### src/rtl/a2d_arb_pkg.sv
// a2d_arbiter shared types and constants.
// Pulled in by every a2d_arbiter source file.
package a2d_arb_pkg;

    typedef enum logic [1:0] {
        IDLE  = 2'd0,
        START = 2'd1,
        WAIT  = 2'd2,
        DONE  = 2'd3
    } state_t;

    localparam int A2D_W       = 12;
    localparam int CHNL_W      = 3;
    localparam int TIMEOUT_DEF = 4095;

endpackage

### src/rtl/a2d_arbiter_rr.sv
// Combinational round-robin pick: search starts one past ptr.
// Returns a one-hot winner, its index and an any-request flag.
module rr_arbiter
    import a2d_arb_pkg::*;
#(
    parameter int NREQ = 4,
    parameter int IW   = $clog2(NREQ)
) (
    input  logic [NREQ-1:0] req,
    input  logic [IW-1:0]   ptr,
    output logic [NREQ-1:0] win,
    output logic [IW-1:0]   win_idx,
    output logic            any
);

    logic [IW-1:0] idx;

    always_comb begin
        win     = '0;
        win_idx = '0;
        any     = 1'b0;
        idx     = '0;
        for (int k = 1; k <= NREQ; k++) begin
            idx = IW'((int'(ptr) + k) % NREQ);
            if (!any && req[idx]) begin
                any     = 1'b1;
                win_idx = idx;
            end
        end
        if (any) begin
            win = NREQ'(1) << win_idx;
        end
    end

endmodule

### src/rtl/a2d_arbiter.sv
// Round-robin sharing of one A2D converter among NREQ requesters.
// Define A2D_ARB_TIMEOUT_EN to abort a stuck conversion after TIMEOUT cycles.
module a2d_arbiter
    import a2d_arb_pkg::*;
#(
    parameter int NREQ    = 4,
    parameter int TIMEOUT = TIMEOUT_DEF
) (
    input  logic                     clk,
    input  logic                     rst_n,
    input  logic [NREQ-1:0]          req,
    input  logic [CHNL_W*NREQ-1:0]   req_chnnl,
    output logic [NREQ-1:0]          gnt,
    output logic [NREQ-1:0]          done,
    output logic [A2D_W-1:0]         res,
    output logic                     err,
    output logic                     strt_cnv,
    output logic [CHNL_W-1:0]        chnnl,
    input  logic                     cnv_cmplt,
    input  logic [A2D_W-1:0]         A2D_res
);

    localparam int IW = $clog2(NREQ);

    // Out-of-range configurations elaborate this marker block.
    if (NREQ < 2 || NREQ > 8 || TIMEOUT < 1 || TIMEOUT > 65535) begin : g_bad_cfg
    end

    state_t             state;
    logic [IW-1:0]      ptr;
    logic [NREQ-1:0]    win;
    logic [IW-1:0]      win_idx;
    logic               any;
    logic [CHNL_W-1:0]  sel_ch;

    rr_arbiter #(
        .NREQ (NREQ),
        .IW   (IW)
    ) u_rr (
        .req     (req),
        .ptr     (ptr),
        .win     (win),
        .win_idx (win_idx),
        .any     (any)
    );

    always_comb begin
        sel_ch = '0;
        for (int i = 0; i < NREQ; i++) begin
            if (win_idx == IW'(i)) begin
                sel_ch = req_chnnl[i*CHNL_W +: CHNL_W];
            end
        end
    end

`ifdef A2D_ARB_TIMEOUT_EN
    logic [15:0] cnt;
`else
    assign err = 1'b0;
`endif

    always_ff @(posedge clk or negedge rst_n) begin
        if (!rst_n) begin
            state    <= IDLE;
            ptr      <= IW'(NREQ - 1);
            gnt      <= '0;
            done     <= '0;
            res      <= '0;
            strt_cnv <= 1'b0;
            chnnl    <= '0;
`ifdef A2D_ARB_TIMEOUT_EN
            err      <= 1'b0;
            cnt      <= '0;
`endif
        end else begin
            unique case (state)
                IDLE: begin
                    gnt <= '0;
                    if (any) begin
                        gnt      <= win;
                        chnnl    <= sel_ch;
                        ptr      <= win_idx;
                        strt_cnv <= 1'b1;
                        state    <= START;
                    end
                end
                START: begin
                    strt_cnv <= 1'b0;
                    state    <= WAIT;
`ifdef A2D_ARB_TIMEOUT_EN
                    cnt      <= '0;
`endif
                end
                WAIT: begin
                    if (cnv_cmplt) begin
                        res   <= A2D_res;
                        done  <= gnt;
                        state <= DONE;
                    end
`ifdef A2D_ARB_TIMEOUT_EN
                    // Abort leaves res untouched; only err flags it.
                    else if (cnt == 16'(TIMEOUT - 1)) begin
                        done  <= gnt;
                        err   <= 1'b1;
                        state <= DONE;
                    end else begin
                        cnt <= cnt + 16'd1;
                    end
`endif
                end
                DONE: begin
                    done  <= '0;
                    gnt   <= '0;
                    state <= IDLE;
`ifdef A2D_ARB_TIMEOUT_EN
                    err   <= 1'b0;
`endif
                end
                default: state <= IDLE;
            endcase
        end
    end

endmodule

### config.mk
export PLATFORM = sky130hd
export DESIGN_NAME = a2d_arbiter
export DESIGN_NICKNAME = d
export VERILOG_FILES = /design/src/rtl/a2d_arb_pkg.sv /design/src/rtl/a2d_arbiter_rr.sv /design/src/rtl/a2d_arbiter.sv
export SDC_FILE = /design/constraint.sdc
export NUM_CORES = 1
export LEC_CHECK = 0
export BUFFER_PORTS_ARGS = -buffer_cell sky130_fd_sc_hd__buf_2
export CORE_AREA = 8 8 63 92
export DETAILED_ROUTE_END_ITERATION = 12
export DIE_AREA = 0 0 71 100
export GPL_TIMING_DRIVEN = 1
export SLEW_MARGIN = 10
export SYNTH_ARGS = -nofsm -noshare
export SYNTH_HDL_FRONTEND = slang
export SYNTH_SLANG_ARGS = --single-unit
export TNS_END_PERCENT = 100
### constraint.sdc
create_clock -name clk -period 3.3 [get_ports clk]
set_clock_uncertainty 0.1 [all_clocks]
set_input_delay 0.495 -clock clk [delete_from_list [all_inputs] [get_ports clk]]
set_output_delay 0.495 -clock clk [all_outputs]
set_load 0.05 [all_outputs]
# After elaboration in Yosys (flattened, before gate mapping)
# Index checks and enable logic that the tools add are counted.
[op_classes]
addsub = 4
n_mul = 0
n_div = 0
n_lt_le_gt_ge = 4
eq_ne = 8
n_shift = 1
muxes = 29
n_bitwise = 0
n_reduce_logical = 16
[ops]
columns = ["op", "count"]
rows = [
  ["$pmux W4 S2", 2],
  ["$lt A2 B3 Y1 const B", 4],
  ["$mux W2", 6],
  ["$mux W3", 4],
  ["$reduce_and A2 Y1", 5],
  ["$mux W1", 9],
  ["$bmux W1 S2", 4],
  ["$eq A2 B2 Y1 const B", 4],
  ["$mux W4", 2],
  ["$pmux W2 S4", 1],
  ["$reduce_bool A2 Y1", 3],
  ["$add A2 B1 Y2 const B", 2],
  ["$add A2 B2 Y2 const B", 2],
  ["$eq A2 B1 Y1 const B", 2],
  ["$logic_not A2 Y1", 2],
  ["$ne A2 B2 Y1 const B", 2],
  ["$shl A1 B2 Y4 const A", 1],
  ["$logic_and A1 B1 Y1", 3],
  ["$logic_not A1 Y1", 3],
  ["$pmux W1 S2", 1],
]
[totals]
reg_bits = 28
latchBits = 0
ramBits = 0
romBits = 0
inputBits = 31
word_cells = 69
memories = 0

# Depth between registers and ports, before layout
# Gate-level depths: netlist of the first run.
[depth]
ltp_word = 18
depth_mapped = 7
depth_no_buf = 6

# Modules after synthesis
# From an unflattened synthesis of the first run, not the netlist that was laid out.
[hier_totals]
hier_cells = 128
hier_area_um2 = 1456.4
[by_module_without_submodules]
columns = ["module", "n_inst", "cells_per_inst", "area_per_inst_um2"]
rows = [
  ["a2d_arbiter", 1, 98, 1255.0],
  ["rr_arbiter", 1, 30, 201.4],
]

# Least setup slack after synthesis of the first run
# OpenSTA, ideal clock, no wires.
[synth_timing]
path_kind = "reg2reg"
from = "register ptr[1]"
to = "register chnnl[0]"
arrival_ps = 1578
required_ps = 3067
setup_slack_ps = 1489
path_stages_with_launch = 8
n_path_buf = 2
period_less_slack_ps = 1811
cell_sequence = "dfstp_2 > buf_6 > nand2_1 > o22a_1 > and2_4 > buf_6 > a2111oi_4 > a211oi_2"
[synth_via]
elab_chain_len = 18
word_cells_on_any_way = 35
cone_classes = "add/sub (4); eq/ne (3); mux (20); reduce/logical (8)"
[synth_lines]
columns = ["item", "line", "text"]
rows = [
  ["from (decl)", "a2d_arbiter.sv:30", "logic [IW-1:0] ptr;"],
  ["from (signal assigned)", "a2d_arbiter.sv:65", "ptr <= IW'(NREQ - 1);"],
  ["from (signal assigned)", "a2d_arbiter.sv:82", "ptr <= win_idx;"],
  ["$add A2 B1 Y2", "a2d_arbiter_rr.sv:24", "idx = IW'((int'(ptr) + k) % NREQ);"],
  ["$bmux W1 S2", "a2d_arbiter_rr.sv:25", "if (!any && req[idx]) begin"],
  ["$mux W1 (implied by the code)", "a2d_arbiter_rr.sv:25", ""],
  ["$mux W1", "a2d_arbiter_rr.sv:25", ""],
  ["$logic_not A1 Y1", "a2d_arbiter_rr.sv:25", ""],
  ["$logic_and A1 B1 Y1", "a2d_arbiter_rr.sv:25", ""],
  ["$mux W1", "a2d_arbiter_rr.sv:25", ""],
  ["$logic_not A1 Y1", "a2d_arbiter_rr.sv:25", ""],
  ["$logic_and A1 B1 Y1", "a2d_arbiter_rr.sv:25", ""],
  ["$mux W1", "a2d_arbiter_rr.sv:25", ""],
  ["$logic_not A1 Y1", "a2d_arbiter_rr.sv:25", ""],
  ["$logic_and A1 B1 Y1", "a2d_arbiter_rr.sv:25", ""],
  ["$mux W2", "a2d_arbiter_rr.sv:25", ""],
  ["$logic_not A2 Y1", "a2d_arbiter.sv:50", "if (win_idx == IW'(i)) begin"],
  ["$mux W3 (4 in a row)", "a2d_arbiter.sv:50", ""],
  ["to (signal assigned)", "a2d_arbiter.sv:81", "chnnl <= sel_ch;"],
  ["to (decl)", "a2d_arbiter.sv:18", "output logic [CHNL_W-1:0] chnnl,"],
]
# Several ways; a longest one is shown, not always the timed one. The select of a mux whose other input is x is not followed.
# A chain may end at the register's enable or synchronous reset.

# Worst setup path after layout of the first run
[layout_timing]
from = "register state[0]"
to = "register res[2]"
[layout_via]
elab_chain_len = 2
[layout_lines]
columns = ["item", "line", "text"]
rows = [
  ["from (decl)", "a2d_arbiter.sv:29", "state_t state;"],
  ["from (signal assigned)", "a2d_arbiter.sv:64", "state <= IDLE;"],
  ["from (signal assigned)", "a2d_arbiter.sv:84", "state <= START;"],
  ["from (signal assigned)", "a2d_arbiter.sv:89", "state <= WAIT;"],
  ["$eq A2 B2 Y1", "a2d_arbiter.sv:76", "unique case (state)"],
  ["$reduce_and A2 Y1 (no line)", "-", ""],
  ["to (signal assigned)", "a2d_arbiter.sv:96", "res <= A2D_res;"],
  ["to (decl)", "a2d_arbiter.sv:15", "output logic [A2D_W-1:0] res,"],
]
# No other way between the ends.

==> out/metrics.cfg, run 1 <==
[outcome]
status=finished clean

[cts]
htreeDepth=1
numCtsBuffers=3
clkTransAtPathRegs_ns=0.09
hold_buffers=0
clockBufferDepth=2
cts_resized=0
cts-root-buf=clkbuf_8
clk_latency_ns=0.27
cts_tree=done
cts_setup_buffers=0
cts.sink_count=28

[floorplanning]
start_util=0.3418
die_h_um=100
fp.dieW_um=71
fp-row-count=30
die-area_um2=7100
core_area_um2=4429
io_pins=56

[placed_design]
place_inst=231
gp_congestion=0.6880
portBuffers=54
dp_hpwl_um=2781

[worst_setup_path]
start_kind=flip-flop
reg2reg_slack_ns=1.38
crit_path_end_kind=flip-flop
cp.required_ns=3.36
cp_max_fo=12
cp_data_arrival_time_ns=1.98
critical_path_class=flip-flop to flip-flop

[cells_and_area]
multi_input_area_um2=750.7
final_util=0.4195
areaGrowthSynthToFinish_pct=22.73
ff_latch_area_um2=703.2
num-nets-final=224
n_antenna_cell=0
layout.cells.non_filler=235
drive_gt1_frac=0.4439
final.fill_count=442

[logic_synthesis]
synth_nets=171
postSynthAreaPerCell_um2=11.21
ys_ff_latch=28
ys_types=35
synth_cells=135
ys.flop_type=dfrtp_1
ys_top_cells_by_area=dfrtp_1, mux2_2, a2111oi_4
yosys_warnings=0
synth_edf_count=0
synthArstFlopShare=1.000
synth_top_cell_by_area=dfrtp_1
synth_top_area_share=0.4298
synth_area_um2=1514
ys_seq_area_frac=0.4645

[sta]
timing.final.crit_period_ns=1.919
setup_tns_ns=0
slew_violations=0
worst_pin_slew_ns=0.6253
min_period_over_period=0.5816
finalSetupViolations=0
fmax_ghz=0.5210
relSlewSlack=0.5831
hold_violations=0
grt_setup_unrepaired=no

[grt]
grt_pass1_wl_um=5823
overflow=0
track_usage=0.09847
grt_max_degree=29
grt_antenna_before_repair=0
grt_pass1_vias=1234

[drt]
vias=1185
vias_per_cell=5.043
ant_nets=0
wl_um=3409
drt_first_pass_iters=4
drt_iter0_drc=40
wl_per_cell_um=14.51
route.detailed.drc=0

[power]
totalPowerFinal_mw=2.095
p_per_area_nw_per_um2=1127
leakage_nw=0.8763
peakVddDrop_uv=357.7

[flow_run]
max_cap_violations=0

[min_path]
min_path_type=input pin to asynchronous set/reset pin

## placed cells by master, fill, tap and decap left out, types with 2 or more instances in the layout
cell type / count
a2111oi_4: 3
a211oi_2: 3
a21boi_0: 3
a21oi_1: 2
a31oi_1: 4
and2_4: 2
buf_2: 54
clkbuf_8: 4
dfrtp_1: 26
dfstp_2: 2
ha_1: 5
inv_1: 5
mux2_2: 12
mux2i_1: 5
nand2_1: 15
nor2_1: 8
nor2b_1: 7
o21ai_0: 10
o21ai_1: 3
## worst paths after layout
path / start / end / depth (start not counted)
worst max-delay path: state[0] / res[2] / 4
worst min-delay path: rst_n / gnt[1] / 1
worst max register to register: state[0] / res[2] / 4
worst min register to register: res[8] / res[8] / 1
max in group asynchronous: rst_n / gnt[0] / 1
min in group clk: A2D_res[7] / res[7] / 2
## final cells by class
cell class	count	share of cell area
clock buffer	4	0.02963
inverter	5	0.01010
multi-input combinational	96	0.4040
sequential	28	0.3785
tap	48	0.03232
timing repair buffer	54	0.1455
## metal layers
metal  wire, um  up-vias  global-route usage  part of all wire
met5          0        -                   0                 0
met4         35        0             0.02899             0.010
met3        336        4             0.03493             0.099
met2       1584       56              0.1685              0.46
met1       1453      547              0.1114              0.43
li1           -      578                   -                 -
## kinds of logic after synthesis
kind of cell               Yosys count  share of synthesized area
AOI/OAI and AO/OA                   37                     0.2108
adders and majority gates            5                    0.04132
buffers and inverters               11                    0.03967
DFF                                 28                     0.4645
muxes                               17                     0.1223
other                                1                   0.002477
and+or+nand+nor                     36                     0.1190
## sequential cells by signal, summed over array words and instances, names as in the netlist
signal and cells:
ptr 2, gnt 4, strt_cnv 1, state 2, chnnl 3, res 12, done 4
## through the flow
stage          setup slack, ns  hold WS [ns]  area (um2)
2_1_floorplan            1.489       0.09941        1514
3_3_place_gp             1.346        0.3818        1803
3_5_place_dp             1.297        0.3856        1803
4_1_cts                  1.331        0.1498        1858
5_1_grt                  1.224        0.1784        1858
6_report                 1.381        0.1280        1858
## power by group
group          total [mW]  internal (mW)  leakage [nW]  switching [mW]
clock network       0.212          0.107        0.0288           0.105
registers           0.621          0.517         0.339           0.104
logic                1.26          0.380         0.508           0.882
## synthesized netlist by cell type, drive strengths merged (2+ instances only)
cell,n
a21oi,2
buf,4
nor2,8
a211oi,4
nand2,15
a21boi,4
mux2i,5
inv,5
a2111oi,3
nor2b,7
a31oi,4
dfrtp,26
and2,2
o21ai,13
dfstp,2
ha,5
mux2,12
clkbuf,2
## worst max-delay path: stages (launching register included)
cell	delay, ns
dfrtp_1	0.42
inv_1	0.12
ha_1	0.39
nand2_1	0.39
mux2_2	0.39
(Power assumes the default switching activity.)
==> run 2, diff against run 1 <==
==> constraint.sdc (replaced) <==
create_clock -name clk -period 1.9 [get_ports clk]
set_clock_uncertainty 0.1 [all_clocks]
set_input_delay 0.285 -clock clk [delete_from_list [all_inputs] [get_ports clk]]
set_output_delay 0.285 -clock clk [all_outputs]
set_load 0.05 [all_outputs]
==> run 2 against run 1 <==
Clock power rose by 75%. Global-route usage fell by 0.13 points. Maximum frequency rose by 5.1%. Via count rose by 0.68%.
==> out/metrics.cfg, run 2 (same netlist as run 1, synthesis figures left out) <==
[min_path]
hold_depth=2
min_path_type=input pin to flip-flop  ; was input pin to asynchronous set/reset pin
min_to=res[0]
worstHoldStart=A2D_res[0]

[cells_and_area]
most-common-layout-cells=buf_2, dfrtp_1, nand2_1, mux2_2, o21ai_0  ; unchanged
final_common_cell=buf_2  ; unchanged
largest-register=res  ; unchanged
layout.cells.non_filler=243  ; was 235
n_antenna_cell=0  ; unchanged
num-nets-final=232  ; was 224
final.fill_count=432  ; was 442
drive_gt1_frac=0.4769  ; was 0.4439
largest_register_ffs=12  ; unchanged
areaGrowthSynthToFinish_pct=27.77  ; was 22.73%
reg.largest.list=res: 12 flops, done: 4 flops, gnt: 4 flops  ; unchanged

[cts]
clockBufferDepth=2  ; unchanged
clk_latency_ns=0.27  ; about the same
htreeDepth=1  ; unchanged
cts-root-buf=clkbuf_8  ; unchanged
clkTransAtPathRegs_ns=0.10  ; was 0.09 ns
cts_tree=done  ; unchanged
numCtsBuffers=3  ; unchanged
cts.sink_count=28  ; unchanged

[power]
p_int_mw=1.816  ; was 1.004 mW
p_sw_frac=0.5125  ; was 0.5209
share_comb_of_total_power=0.614  ; was 0.602
p_switching_mw=1.909  ; was 1.091 mW
power_frac_seq=0.286  ; was 0.296
leakage_nw=0.9153  ; was 0.8763 nW
peakVddDrop_uv=624.7  ; was 357.7 uV
p_per_area_nw_per_um2=1925  ; was 1127 nW/um2
p_clk_frac=0.100  ; was 0.101

[drt]
wl_per_cell_um=14.19  ; was 14.51 um
drt_iter0_drc=10  ; was 40
route.detailed.drc=0  ; unchanged
ant_nets=0  ; unchanged
wl_um=3447  ; was 3409 um
vias=1193  ; was 1185
drt_first_pass_iters=4  ; unchanged
vias_per_cell=4.909  ; was 5.043

[worst_setup_path]
crit_path_end_kind=flip-flop  ; unchanged
reg2reg_from=ptr[0]  ; was state[0]
slowest_stage=dfstp_2  ; was dfrtp_1
reg2reg_depth=5  ; was 4
r2r_end=chnnl[1]  ; was res[2]
cp_cell_sequence=nand2b_1 -> nor2_1 -> a211o_2 -> a2111oi_4 -> a211oi_2  ; was inv_1 -> ha_1 -> nand2_1 -> mux2_2
reg2reg_slack_ns=0.07  ; was 1.38 ns
critical_path_class=flip-flop to flip-flop  ; unchanged
start_kind=flip-flop  ; unchanged
worst-path-buf-inv=0  ; was 1
cp_max_fo=6  ; was 12
max_stage_delay_ns=0.58  ; was 0.42 ns
cp_data_arrival_time_ns=1.88  ; was 1.98 ns
critical-path-top-delay-family=compound AO/OA/AOI/OAI gates  ; was flip-flops
cp.required_ns=1.96  ; was 3.36 ns

[grt]
overflow=0  ; unchanged
grt_pass1_vias=1184  ; was 1234
grt_antenna_before_repair=0  ; unchanged
grt_max_degree=29  ; unchanged
track_usage=0.09714  ; was 0.09847
grt_pass1_wl_um=5851  ; was 5823 um

[sta]
min_period_over_period=0.9615  ; was 0.5816
hold_violations=0  ; unchanged
worst_pin_slew_ns=0.6359  ; was 0.6253 ns
grt_setup_unrepaired=yes  ; was no
fmax_ghz=0.5474  ; was 0.5210 GHz
relSlewSlack=0.5761  ; was 0.5831
finalSetupViolations=0  ; unchanged
holdWs_ns=0.1326  ; was 0.1280 ns
timing.final.crit_period_ns=1.827  ; was 1.919 ns
slew_violations=0  ; unchanged

[placed_design]
dp_hpwl_um=2773  ; was 2781 um
gp_congestion=0.7376  ; was 0.6880
place_inst=237  ; was 231
portBuffers=54  ; unchanged

[flow_run]
max_cap_violations=0  ; unchanged

[floorplanning]
fp.dieW_um=71  ; unchanged
core_area_um2=4429  ; unchanged
start_util=0.3418  ; unchanged
die_h_um=100  ; unchanged
fp-row-count=30  ; unchanged
io_pins=56  ; unchanged
die-area_um2=7100  ; unchanged

[outcome]
status=finished clean  ; unchanged

run 2: cell count changes in the layout (fill, tap and decap cells not counted), sizes merged:
cell | previous run | this run
buf | 54 | 61
dlygate4sd3 | 0 | 1
run 2: how the worst max path moves through the flow:
stage | startpoint | endpoint | cells after the start
6_report | ptr[0] | chnnl[1] | 5
4_1_cts | ptr[0] | chnnl[1] | 5
5_1_grt | ptr[0] | chnnl[2] | 5
2_1_floorplan | ptr[1] | chnnl[0] | 7
3_5_place_dp | ptr[0] | chnnl[1] | 5
3_3_place_gp | ptr[1] | gnt[1] | 4
run 2: per-stage QoR:
stage / power, mW / area (um2) / setup WS [ns] / TNS, ns / utilization
global placement: 3.346 / 1848 / 0.1054 / 0 / 0.4172
finish: 3.724 / 1934 / 0.07321 / 0 / 0.4367
global route: 3.977 / 1934 / -0.002104 / -0.002467 / 0.4367
CTS: 3.737 / 1913 / 0.07086 / 0 / 0.4319
floorplan: 2.839 / 1514 / 0.08909 / 0 / -
detailed placement: 3.361 / 1848 / 0.08601 / 0 / 0.4172
run 2: final cells by class:
type                    instances  area [um2]  share of cell area
well taps                      48       60.06             0.03105
flip-flops and latches         28       703.2              0.3635
multi-input cells              96       764.5              0.3952
clock buffers                   4       55.05             0.02846
repair buffers                 62       332.8              0.1721
inverters                       5       18.77            0.009702
run 2: power groups by stage:
stage / clock (mW) / sequential [mW] / combinational [mW]
global placement: 0 / 1.08 / 2.27
CTS: 0.382 / 1.07 / 2.28
finish: 0.372 / 1.06 / 2.29
global route: 0.406 / 1.11 / 2.46
floorplan: 0 / 1.89 / 0.948
detailed placement: 0 / 1.09 / 2.28
run 2: repair_timing:
| item | CTS | global route |
|---|---|---|
| resized for setup | 0 | 3 |
| endpoints found under the hold margin | 26 | 0 |
| setup buffers | 0 | 1 |
| endpoints found under the setup margin | 0 | 4 |
| hold buffers | 1 | 0 |
run 2: worst register-to-register path, cell delays in order, from the launching register on:
cell	delay (ns)
dfstp_2	0.58
nand2b_1	0.13
nor2_1	0.06
a211o_2	0.40
a2111oi_4	0.37
a211oi_2	0.07
run 2: routing by layer:
metal  up-vias  GRT usage  share of wire
met4         0    0.02093         0.0084
met5         -          0              0
met1       534     0.1165           0.46
met3         4    0.03293          0.089
li1        597          -              -
met2        58     0.1627           0.44
==> run 3, diff against run 2 <==
--- a/config.mk
+++ b/config.mk
@@ -6,9 +6,9 @@
 export NUM_CORES = 1
 export LEC_CHECK = 0
 export BUFFER_PORTS_ARGS = -buffer_cell sky130_fd_sc_hd__buf_2
-export CORE_AREA = 8 8 63 92
+export CORE_AREA = 8 8 56 105
 export DETAILED_ROUTE_END_ITERATION = 12
-export DIE_AREA = 0 0 71 100
+export DIE_AREA = 0 0 64 113
 export GPL_TIMING_DRIVEN = 1
 export SLEW_MARGIN = 10
 export SYNTH_ARGS = -nofsm -noshare
==> run 3 against run 2 <==
Combinational power barely moved. Via count increased by 0.84%. Critical path type unchanged. Highest routed layer unchanged. Critical path depth did not move. Global-route usage grew 0.45 points. Sequential share of layout area decreased by 0.14 points. Wire length grew 3.6%. Clock power up 26%. First-iteration DRC count increased to 2.9 times the previous value. Setup slack lost 0.020 ns. Critical endpoint unchanged. Register-to-register slack worse by 0.02 ns.
==> out/metrics.cfg, run 3 (same netlist as run 1, synthesis figures left out) <==
[grt]
grt_pass1_wl_um=6203  ; was 5851 um
grt_antenna_before_repair=0  ; unchanged
overflow=0  ; unchanged
track_usage=0.1016  ; was 0.09714
grt_max_degree=29  ; unchanged
grt_pass1_vias=1400  ; was 1184

[worst_setup_path]
worst-path-buf-inv=0  ; unchanged
reg2reg_slack_ns=0.05  ; was 0.07 ns
slowest_stage=dfstp_2  ; unchanged
crit_start=ptr[1]  ; was ptr[0]
max_stage_delay_ns=0.63  ; was 0.58 ns
cp.required_ns=1.96  ; about the same
cp_max_fo=7  ; was 6
r2r_end=chnnl[1]  ; unchanged
cp_cell_sequence=nand2_1 -> o22a_1 -> and2_4 -> a2111oi_4 -> a211oi_2  ; was nand2b_1 -> nor2_1 -> a211o_2 -> a2111oi_4 -> a211oi_2
critical-path-top-delay-family=compound AO/OA/AOI/OAI gates  ; unchanged
critical_path_class=flip-flop to flip-flop  ; unchanged
cp_data_arrival_time_ns=1.90  ; was 1.88 ns
reg2reg_from=ptr[1]  ; was ptr[0]
crit_path_end_kind=flip-flop  ; unchanged
start_kind=flip-flop  ; unchanged
reg2reg_depth=5  ; unchanged

[sta]
timing.final.crit_period_ns=1.847  ; was 1.827 ns
min_period_over_period=0.9721  ; was 0.9615
holdWs_ns=0.1318  ; was 0.1326 ns
relSlewSlack=0.5749  ; was 0.5761
worst_pin_slew_ns=0.6377  ; was 0.6359 ns
slew_violations=0  ; unchanged
fmax_ghz=0.5414  ; was 0.5474 GHz
hold_violations=0  ; unchanged
grt_setup_unrepaired=yes  ; unchanged
setup_tns_ns=0  ; unchanged
finalSetupViolations=0  ; unchanged

[cells_and_area]
reg.largest.list=res: 12 flops, done: 4 flops, gnt: 4 flops  ; unchanged
n_antenna_cell=0  ; unchanged
largest-register=res  ; unchanged
largest_register_ffs=12  ; unchanged
most-common-layout-cells=buf_2, dfrtp_1, nand2_1, mux2_2, o21ai_0  ; unchanged
areaGrowthSynthToFinish_pct=28.26  ; was 27.77%
drive_gt1_frac=0.4688  ; was 0.4769
final_common_cell=buf_2  ; unchanged
layout.cells.non_filler=247  ; was 243
num-nets-final=229  ; was 232
final.fill_count=459  ; was 432

[drt]
drt_first_pass_iters=3  ; was 4
vias_per_cell=4.870  ; was 4.909
drt_iter0_drc=29  ; was 10
vias=1203  ; was 1193
wl_per_cell_um=14.46  ; was 14.19 um
route.detailed.drc=0  ; unchanged
ant_nets=0  ; unchanged
wl_um=3572  ; was 3447 um

[floorplanning]
fp.dieW_um=64  ; was 71 um
die-area_um2=7232  ; was 7100 um2
start_util=0.3356  ; was 0.3418
fp-row-count=35  ; was 30
core_area_um2=4511  ; was 4429 um2
io_pins=56  ; unchanged
die_h_um=113  ; was 100 um

[power]
p_per_area_nw_per_um2=1965  ; was 1925 nW/um2
leakage_nw=0.9053  ; was 0.9153 nW
peakVddDrop_uv=1020  ; was 624.7 uV

[placed_design]
portBuffers=54  ; unchanged
dp_hpwl_um=2790  ; was 2773 um
gp_congestion=0.7621  ; was 0.7376
place_inst=242  ; was 237

[cts]
cts-root-buf=clkbuf_8  ; unchanged
clockBufferDepth=2  ; unchanged
htreeDepth=1  ; unchanged
cts_setup_buffers=0  ; unchanged
cts_tree=done  ; unchanged
cts.sink_count=28  ; unchanged
clk_latency_ns=0.27  ; about the same
numCtsBuffers=3  ; unchanged
clkTransAtPathRegs_ns=0.10  ; about the same

[outcome]
status=finished clean  ; unchanged

[min_path]
min_to=res[2]  ; was res[0]
hold_depth=2  ; unchanged
min_path_type=input pin to flip-flop  ; unchanged
worstHoldStart=A2D_res[2]  ; was A2D_res[0]

[flow_run]
max_cap_violations=0  ; unchanged

## run 3: changes by cell type in the layout (fill, tap and decap cells not counted), sizes merged
cell    delta
clkbuf     -1
buf        -3
bufinv     +1
## run 3: area by class of cell
cell class	instances	area (um2)	share of cell area
clock inverters	1	30.03	0.01546
well taps	55	68.82	0.03544
multi-input cells	96	769.5	0.3963
inverters	5	18.77	0.009665
flip-flops and latches	28	703.2	0.3621
clock buffers	3	41.29	0.02126
repair buffers	59	310.3	0.1598
## run 3: per-stage QoR
step / util / power (mW) / setup slack [ns] / area, um2
final: 0.4305 / 3.816 / 0.05304 / 1942
after global routing: 0.4305 / 4.090 / -0.02452 / 1942
after CTS: 0.4264 / 3.842 / 0.04319 / 1923
after detailed placement: 0.4083 / 3.356 / 0.06017 / 1842
after global placement: 0.4083 / 3.312 / 0.1018 / 1842
after floorplan: - / 2.839 / 0.08909 / 1514
## run 3: metal layers
layer / GRT usage / vias to the layer above / share of wire
li1: - / 591 / -
met1: 0.1269 / 566 / 0.46
met2: 0.1659 / 42 / 0.48
met3: 0.02770 / 4 / 0.058
met4: 0.02699 / 0 / 0.0067
met5: 0 / - / 0
## run 3: worst max-delay path by stage
stage	cells past startpoint	endpoint
finish	5	chnnl[1]
detailed placement	5	chnnl[2]
floorplan	7	chnnl[0]
global route	5	chnnl[1]
CTS	5	chnnl[2]
global placement	5	chnnl[0]
## run 3: where the power goes
part | internal [mW] | leakage (nW) | total, mW | switching (mW)
sequential | 0.899 | 0.339 | 1.09 | 0.190
combinational | 0.711 | 0.530 | 2.26 | 1.55
clock | 0.282 | 0.0357 | 0.469 | 0.186
## run 3: timing repair
item	4_1_cts	5_1_grt
setup endpoints to repair	0	3
hold endpoints to repair	26	0
hold buffers	1	0
gates resized for setup	0	4
